`src/rtl/lc3b_types.sv`:
```
// Shared types for the LC-3b memory subsystem: arbiter FSM encoding and sizing helpers.
package lc3b_types;

  typedef enum logic [1:0] {
    IDLE    = 2'd0,
    SERVE_A = 2'd1,
    SERVE_B = 2'd2
  } arb_state_t;

  localparam int ARB_STATE_W = 2;

  // Width of a counter that must hold values 0..max_cnt inclusive.
  function automatic int burst_width(input int max_cnt);
    return (max_cnt < 1) ? 1 : $clog2(max_cnt + 1);
  endfunction

endpackage

```
`src/rtl/arb_pick.sv`:
```
// Combinational priority decision: B wins ties unless its burst allowance is used up.
module arb_pick (
  input  logic a_req,
  input  logic b_req,
  input  logic burst_full,
  output logic grant_a,
  output logic grant_b
);

  logic w_a_forced;

  always_comb begin
    w_a_forced = a_req && burst_full;
    grant_b    = b_req && !w_a_forced;
    grant_a    = a_req && !grant_b;
  end

endmodule

```
`src/rtl/mem_arbiter.sv`:
```
// Two-client arbiter in front of a single-ported memory: A = instruction fetch, B = data.
// Handshake: a client holds read/write (and address/wdata) high until its x_resp pulse;
// the memory sees a strobe held from the serve cycle until the cycle mem_resp is high.
module mem_arbiter
  import lc3b_types::*;
#(
  parameter int ADDR_WIDTH = 16,
  parameter int DATA_WIDTH = 16,
  parameter int B_BURST    = 4
) (
  input  logic                   clk,
  input  logic                   rst,
  input  logic                   a_read,
  input  logic [ADDR_WIDTH-1:0]  a_address,
  output logic [DATA_WIDTH-1:0]  a_rdata,
  output logic                   a_resp,
  input  logic                   b_read,
  input  logic                   b_write,
  input  logic [ADDR_WIDTH-1:0]  b_address,
  input  logic [DATA_WIDTH-1:0]  b_wdata,
  output logic [DATA_WIDTH-1:0]  b_rdata,
  output logic                   b_resp,
  output logic                   mem_read,
  output logic                   mem_write,
  output logic [ADDR_WIDTH-1:0]  mem_address,
  output logic [DATA_WIDTH-1:0]  mem_wdata,
  input  logic [DATA_WIDTH-1:0]  mem_rdata,
  input  logic                   mem_resp,
  output logic [ARB_STATE_W-1:0] dbg_state
);

  localparam int             BW        = burst_width(B_BURST);
  localparam logic [BW-1:0]  BURST_MAX = BW'(B_BURST);

  arb_state_t            r_state;
  arb_state_t            w_next_state;
  logic [BW-1:0]         r_burst_cnt;
  logic                  r_op_write;
  logic [ADDR_WIDTH-1:0] r_address;
  logic [DATA_WIDTH-1:0] r_wdata;
  logic [DATA_WIDTH-1:0] r_a_rdata;
  logic [DATA_WIDTH-1:0] r_b_rdata;

  logic w_b_req;
  logic w_burst_full;
  logic w_grant_a;
  logic w_grant_b;
  logic w_idle;
  logic w_take_a;
  logic w_take_b;
  logic w_serving;

  assign w_b_req      = b_read || b_write;
  assign w_burst_full = (r_burst_cnt == BURST_MAX);
  assign w_idle       = (r_state == IDLE);
  assign w_take_a     = w_idle && w_grant_a;
  assign w_take_b     = w_idle && w_grant_b;

  arb_pick u_pick (
    .a_req      (a_read),
    .b_req      (w_b_req),
    .burst_full (w_burst_full),
    .grant_a    (w_grant_a),
    .grant_b    (w_grant_b)
  );

  // FSM: state register
  always_ff @(posedge clk or posedge rst) begin
    if (rst) begin
      r_state <= IDLE;
    end else begin
      r_state <= w_next_state;
    end
  end

  // FSM: next-state logic
  always_comb begin
    w_next_state = r_state;
    case (r_state)
      IDLE: begin
        if (w_grant_b) begin
          w_next_state = SERVE_B;
        end else if (w_grant_a) begin
          w_next_state = SERVE_A;
        end
      end
      SERVE_A, SERVE_B: begin
        if (mem_resp) begin
          w_next_state = IDLE;
        end
      end
      default: w_next_state = IDLE;
    endcase
  end

  // FSM: outputs. Strobes follow the state so an async reset drops them at once.
  always_comb begin
    w_serving   = (r_state == SERVE_A) || (r_state == SERVE_B);
    mem_read    = w_serving && !r_op_write;
    mem_write   = w_serving && r_op_write;
    mem_address = r_address;
    mem_wdata   = r_wdata;
    a_resp      = (r_state == SERVE_A) && mem_resp;
    b_resp      = (r_state == SERVE_B) && mem_resp;
    a_rdata     = a_resp ? mem_rdata : r_a_rdata;
    b_rdata     = b_resp ? mem_rdata : r_b_rdata;
    dbg_state   = r_state;
  end

  // Request registers freeze the granted access so client-side changes cannot leak onto the bus.
  always_ff @(posedge clk or posedge rst) begin
    if (rst) begin
      r_op_write <= 1'b0;
      r_address  <= '0;
      r_wdata    <= '0;
    end else if (w_take_b) begin
      r_op_write <= b_write;
      r_address  <= b_address;
      r_wdata    <= b_wdata;
    end else if (w_take_a) begin
      r_op_write <= 1'b0;
      r_address  <= a_address;
      r_wdata    <= '0;
    end
  end

  // Counts B wins while A waits; once it reaches the limit A gets the next grant.
  always_ff @(posedge clk or posedge rst) begin
    if (rst) begin
      r_burst_cnt <= '0;
    end else if (!a_read || w_take_a) begin
      r_burst_cnt <= '0;
    end else if (w_take_b && !w_burst_full) begin
      r_burst_cnt <= r_burst_cnt + 1'b1;
    end
  end

  always_ff @(posedge clk or posedge rst) begin
    if (rst) begin
      r_a_rdata <= '0;
      r_b_rdata <= '0;
    end else begin
      if (a_resp) begin
        r_a_rdata <= mem_rdata;
      end
      if (b_resp) begin
        r_b_rdata <= mem_rdata;
      end
    end
  end

endmodule

```
`config.mk`:
```
export PLATFORM = sky130hd
export DESIGN_NAME = mem_arbiter
export DESIGN_NICKNAME = d
export VERILOG_FILES = /design/src/rtl/lc3b_types.sv /design/src/rtl/arb_pick.sv /design/src/rtl/mem_arbiter.sv
export SDC_FILE = /design/constraint.sdc
export NUM_CORES = 1
export LEC_CHECK = 0
export CAP_MARGIN = 20
export CORE_MARGIN = 8
export CORE_UTILIZATION = 40
export DETAILED_ROUTE_END_ITERATION = 10
export PLACE_DENSITY = 0.79
export SLEW_MARGIN = 20
export SYNTH_ARGS = -nofsm -noshare
export SYNTH_HDL_FRONTEND = slang
export SYNTH_SLANG_ARGS = --single-unit
```
`constraint.sdc`:
```
create_clock -name clk -period 2.2 [get_ports clk]
set_input_delay 0.22 -clock clk [delete_from_list [all_inputs] [get_ports clk]]
set_output_delay 0.22 -clock clk [all_outputs]
set_load 0.05 [all_outputs]
```
==> qor.csv, run 1 <==
stage,metric,value,unit
timing,min_period,2040,ps
clock_tree,cts_buffers,9,
detailed_routing,ant_nets,0,
placement,io_buffers,139,
detailed_routing,drt-pass1-iter-count,4,
timing,setup_tns,0,ps
clock_tree,clock-sinks,70,
floorplan,num_io_pins,140,
power_and_ir_drop,leakage,2.11,nW
worst_setup_path,r2r_slack,420,ps
worst_setup_path,critical-path-max-stage-delay,400,ps
grt,grt_usage,0.168,
timing,fmax,491,MHz
worst_setup_path,path_cells,inv_1 -> ha_1 -> nand2_1 -> buf_6 -> mux2_2 -> buf_12,
worst_setup_path,cp_num_buf_inv,3,
grt,antenna_found_initial,0,
floorplan,die_h,101,µm
logic_synthesis,synth_most_common_cell,dfrtp_1,
timing,slew_violations,0,
detailed_routing,wl_per_cell,18.3,µm
logic_synthesis,ys.flop_type,dfrtp_1,
worst_setup_path,worstPathArrival,1820,ps
detailed_routing,viasPerCell,4.97,
timing,relSlewSlack,0.447,
power_and_ir_drop,ir_drop,0.000789,V
final_layout,drive_gt1_frac,0.275,
timing,worstMarginPinSlew,826,ps
final_layout,nets,423,
detailed_routing,vias,2246,
placement,dpl.hpwl,6350,µm
final_layout,fin_util,0.695,
logic_synthesis,synth-edff-count,0,
clock_tree,cts_setup_buffers,0,
timing,holdWs,242,ps
floorplan,die_w,101,µm
logic_synthesis,syn_inst,200,
worst_setup_path,r2r_start,dbg_state[1]$_DFFE_PP0P_,
power_and_ir_drop,report.power.total,0.00916,W
timing,rsz0062_at_grt,false,
worst_setup_path,start_kind,flip-flop,
timing,clock_skew,8.19,ps
logic_synthesis,ys_top_cells_by_area,"dfrtp_1, mux2_2, o221a_1",
worst_setup_path,cp-end-kind,output pin,
worst_setup_path,crit_start,dbg_state[0]$_DFFE_PP0P_,
clock_tree,cts_tree,done,
detailed_routing,drt_iter0_markers,73,
logic_synthesis,synth_top_area_share,0.610,
clock_tree,clockBufferDepth,2,
detailed_routing,drc,0,
logic_synthesis,yosys_warnings,0,
clock_tree,root_buffer,clkbuf_8,
clock_tree,clk_latency,340,ps
grt,grt_pass1_vias,2541,
logic_synthesis,ys_seq_elements,70,
worst_setup_path,crit_slowest_cell,mux2_2,
logic_synthesis,yosys.area.top_type,dfrtp_1,
worst_setup_path,worstSetupPathType,flip-flop to output pin,
final_layout,antennaDiodeCount,0,
logic_synthesis,ys_seq_area_frac,0.610,
floorplan,die_area,0.0101,mm²
placement,place_congestion,0.730,
logic_synthesis,yosys-top-cells-count,"dfrtp_1, mux2_2, a22o_1",
min_path,hp-class,input pin to asynchronous set/reset pin,
grt,grt_max_degree,27,
worst_setup_path,cp.required,1980,ps
flow_run,maxCapViolations,0,
outcome,status,"complete, no violations",
final_layout,syn_to_final_growth,71.8,%
power_and_ir_drop,p_per_area,1860,mW/mm²
logic_synthesis,synth_nets,275,
placement,place_ws,213,ps
clock_tree,h-tree-depth,3,
final_layout,fillers,517,
timing,timing.final.ws_setup,162,ps
clock_tree,cts_hold_buf,0,
floorplan,coreArea,0.00710,mm²
clock_tree,clk_pin_slew,70,ps
timing,setup_viol,0,
timing,timing.final.crit_share,0.926,
clock_tree,post_cts_resized,0,
detailed_routing,totalWireLength,8280,µm
logic_synthesis,syn_area,0.00287,mm²
logic_synthesis,syn-mean-instance-area,14.4,µm²
floorplan,floorplan.initialDensity,0.404,
logic_synthesis,ys_types,26,
timing,finalHoldViolCount,0,
logic_synthesis,async_reset_ff_frac,1.00,
worst_setup_path,crit_fanout,17,
grt,grt.overflow.total,0,
floorplan,rows,31,
worst_setup_path,critPathTopFamily,buffers and inverters,
grt,grt_pass1_wl,13200,µm
-- cells by family after synthesis --
logic type,count (synthesis),synth area share
compound gates,46,0.151
fa+ha+maj,5,0.0218
buf+inv,19,0.0357
flops,70,0.610
mux,32,0.126
simple gates,28,0.0558
-- worst paths after layout --
check | end | depth (start not counted)
max | b_rdata[3] | 6
min | r_a_rdata[5]$_DFF_PP0_ | 2
max reg2reg | mem_wdata[6]$_DFFE_PP0P_ | 5
min reg2reg | mem_wdata[0]$_DFFE_PP0P_ | 1
max in group asynchronous | mem_wdata[8]$_DFFE_PP0P_ | 3
min in group clk | mem_wdata[0]$_DFFE_PP0P_ | 2
-- cell type report --
| cell class | instances | area [µm²] | area share |
|---|---|---|---|
| well taps | 99 | 124 | 0.0251 |
| repair buffers | 148 | 1830 | 0.370 |
| multi-input cells | 111 | 1020 | 0.208 |
| flip-flops and latches | 70 | 1750 | 0.355 |
| clock buffers | 9 | 124 | 0.0251 |
| clock inverters | 7 | 50.0 | 0.0101 |
| inverters | 8 | 30.0 | 0.00609 |
-- routing by layer --
metal / share of wire / track usage / vias to the layer above / routed length (µm)
met3: 0.077 / 0.0635 / 6 / 634
met4: 0.0089 / 0.0523 / 0 / 74
li1: - / - / 1036 / -
met5: 0 / 0 / - / 0
met1: 0.41 / 0.190 / 1114 / 3350
met2: 0.51 / 0.285 / 90 / 4220
-- cell usage in the layout (no fill, tap or decap), types with 2 or more instances in the layout --
master	instances
a21oi_1	2
a22o_1	17
buf_12	36
buf_4	7
buf_6	2
clkbuf_8	9
clkdlybuf4s50_1	103
clkinv_2	2
clkinvlp_4	3
dfrtp_1	70
ha_1	5
inv_1	7
mux2_2	32
nand2_1	6
nand2b_1	14
nor2b_1	2
o221a_1	16
o22ai_1	4
or2b_1	2
-- report_power, final --
group          switching, W  total (W)  internal, W
Combinational       0.00351    0.00612      0.00261
Clock              0.000500   0.000910     0.000410
Sequential         0.000242    0.00213      0.00189
-- through the flow --
stage | instance area [µm²] | cells
after floorplan | 2870 | 200
final | 4930 | 452
after global routing | 4930 | 452
after global placement | 4750 | 436
after CTS | 4920 | 452
after detailed placement | 4750 | 436
-- sequential cells by signal, summed over array words and instances, names as in the netlist --
name	cells
r_burst_cnt	3
r_op_write	1
mem_address	16
mem_wdata	16
dbg_state	2
r_a_rdata	16
r_b_rdata	16
-- worst reg2reg max path, stage by stage (launching register included) --
cell     delay (ps)
dfrtp_1         400
inv_1           110
ha_1            190
o21ai_2          80
a31oi_2         670
a22o_1          270
Power figures use the tool's default switching activity.
==> inputs of run 2 (changes only) <==
Settings changed: SKIP_CTS_REPAIR_TIMING set to 1.
==> results of run 2 <==
Same layout as run 1: the final DEF is identical, and so are final timing and power.
==> inputs of run 3 (changes only) <==
Settings changed: CORE_UTILIZATION 40 to 36, PLACE_DENSITY 0.79 to 0.75.
Clock period 2.2 ns to 1.8 ns, I/O delays scaled along.
==> run 3 against run 2 <==
  * Sequential power rose by 25%
  * Hold slack worse by 55 ps
  * First-iteration DRC count shrank 12%
  * The run now ends with setup timing left
  * Worst setup slack lost 310 ps
  * Highest routed layer unchanged
==> qor.csv, run 3 (same netlist as run 1, synthesis figures left out) <==
stage,metric,value,unit
final_layout,nets,436,
placement,dpl.hpwl,6320,µm
power_and_ir_drop,p_seq_frac,0.222,
grt,grt.overflow.total,0,
grt,grtUsageMet2,0.239,
final_layout,register_area,0.00175,mm²
detailed_routing,vias,2316,
timing,timing.final.crit_share,1.08,
final_layout,final_cell_area,0.00530,mm²
clock_tree,clk_latency,330,ps
placement,io_buffers,139,
worst_setup_path,worstPathArrival,1770,ps
floorplan,die_h,105,µm
timing,setup_tns,-3760,ps
grt,grt_pass1_vias,2569,
worst_setup_path,crit_fanout,8,
grt,grt_usage,0.150,
detailed_routing,drt-pass1-iter-count,4,
placement,place_area,0.00473,mm²
power_and_ir_drop,p_switching,0.00529,W
floorplan,die_w,105,µm
power_and_ir_drop,power.internal,0.00672,W
timing,holdWs,187,ps
grt,grt_use_met3,0.0560,
floorplan,die_area,0.0111,mm²
grt,grt_pass1_wl,13400,µm
detailed_routing,ant_nets,0,
grt,grt_max_degree,30,
worst_setup_path,worstSetupPathType,flip-flop to output pin,
final_layout,fillers,543,
power_and_ir_drop,leakage,2.39,nW
final_layout,antennaDiodeCount,0,
power_and_ir_drop,combPwrFrac,0.650,
detailed_routing,totalWireLength,8980,µm
floorplan,floorplan.initialDensity,0.371,
timing,rsz0062_at_grt,true,
timing,clock_skew,7.68,ps
final_layout,final_cell_mix,"clkdlybuf4s50_1, dfrtp_1, mux2_4",
clock_tree,clk_pin_slew,80,ps
clock_tree,root_buffer,clkbuf_8,
placement,place_ws,-130,ps
power_and_ir_drop,ir_drop,0.000966,V
grt,busiest_layer,met2,
detailed_routing,wl_per_cell,19.2,µm
timing,finalHoldViolCount,0,
worst_setup_path,cp.required,1620,ps
outcome,violations,setup timing,
power_and_ir_drop,sw_frac_of_total,0.440,
timing,timing.final.ws_setup,-150,ps
final_layout,syn_to_final_growth,84.5,%
clock_tree,clock-sinks,70,
grt,use_met1,0.180,
clock_tree,clockBufferDepth,2,
timing,min_period,1950,ps
timing,worstMarginPinSlew,523,ps
detailed_routing,drt_iter0_markers,64,
floorplan,rows,32,
outcome,status,"complete, but fails checks",
worst_setup_path,start_kind,flip-flop,
flow_run,maxCapViolations,0,
clock_tree,h-tree-depth,3,
final_layout,drive_gt1_frac,0.333,
timing,setup_viol,32,
detailed_routing,drc,0,
min_path,hp-class,input pin to asynchronous set/reset pin,
power_and_ir_drop,p_per_area,2270,mW/mm²
grt,antenna_found_initial,0,
power_and_ir_drop,p_clk_frac,0.128,
final_layout,multi_input_area,0.00120,mm²
floorplan,coreArea,0.00773,mm²
final_layout,layout_commonest_cell,clkdlybuf4s50_1,
timing,relSlewSlack,0.650,
worst_setup_path,cp-end-kind,output pin,
timing,fmax,513,MHz
clock_tree,cts_buffers,9,
placement,place_congestion,0.758,
detailed_routing,viasPerCell,4.95,
timing,slew_violations,0,
clock_tree,cts_tree,done,
floorplan,num_io_pins,140,
==> run 3: cell types whose count changed in the layout (fill, tap and decap cells not counted), sizes merged <==
cell           before  now
buf                45   58
bufinv              0    3
clkbuf              9   14
clkdlybuf4s50     103  100
clkinv              3    1
clkinvlp            3    2
inv                 9    7
==> run 3: through the flow <==
| step | utilization | power [W] | instances |
|---|---|---|---|
| 2_1_floorplan | - | 0.00701 | 200 |
| 3_3_place_gp | 0.613 | 0.00984 | 441 |
| 3_5_place_dp | 0.613 | 0.00994 | 441 |
| 4_1_cts | 0.645 | 0.0115 | 457 |
| 5_1_grt | 0.685 | 0.0125 | 468 |
| 6_report | 0.685 | 0.0120 | 468 |
==> run 3: path summary, 6_finish.rpt <==
| kind | start | slack (ps) | to | depth (start not counted) |
|---|---|---|---|---|
| worst min register to register | mem_wdata[6]$_DFFE_PP0P_ | 500 | mem_wdata[6]$_DFFE_PP0P_ | 1 |
| worst min-delay path | rst | 190 | r_b_rdata[15]$_DFF_PP0_ | 2 |
| worst max-delay path | dbg_state[1]$_DFFE_PP0P_ | -150 | a_rdata[6] | 6 |
| min in group clk | b_wdata[4] | 450 | mem_wdata[4]$_DFFE_PP0P_ | 2 |
| max in group asynchronous | rst | 1110 | mem_wdata[12]$_DFFE_PP0P_ | 3 |
| worst max register to register | dbg_state[0]$_DFFE_PP0P_ | 170 | mem_wdata[9]$_DFFE_PP0P_ | 7 |
==> run 3: per-layer routing <==
| layer | wire length (µm) | share of wire |
|---|---|---|
| met2 | 4420 | 0.49 |
| met5 | 0 | 0 |
| met3 | 631 | 0.070 |
| met1 | 3790 | 0.42 |
| met4 | 131 | 0.015 |
==> run 3: final cells by class <==
type                       count  area share
timing repair buffer         161       0.366
sequential                    70       0.331
multi-input combinational    111       0.226
clock buffer                  11      0.0267
tap                          102      0.0241
clock inverter                 5      0.0201
inverter                       8     0.00638
==> run 3: critical path, stage by stage, from the launching register on <==
cell       delay (ps)
dfrtp_2           430
inv_2             100
ha_4              140
nand2_4            80
clkbuf_16         190
mux2_4            330
buf_12            150
==> run 3: power groups by stage <==
stage / Combinational [W] / Clock, W / Sequential (W)
detailed placement: 0.00731 / 0 / 0.00264
CTS: 0.00732 / 0.00157 / 0.00264
finish: 0.00780 / 0.00154 / 0.00266
floorplan: 0.00316 / 0 / 0.00385
global route: 0.00812 / 0.00164 / 0.00275
global placement: 0.00721 / 0 / 0.00263
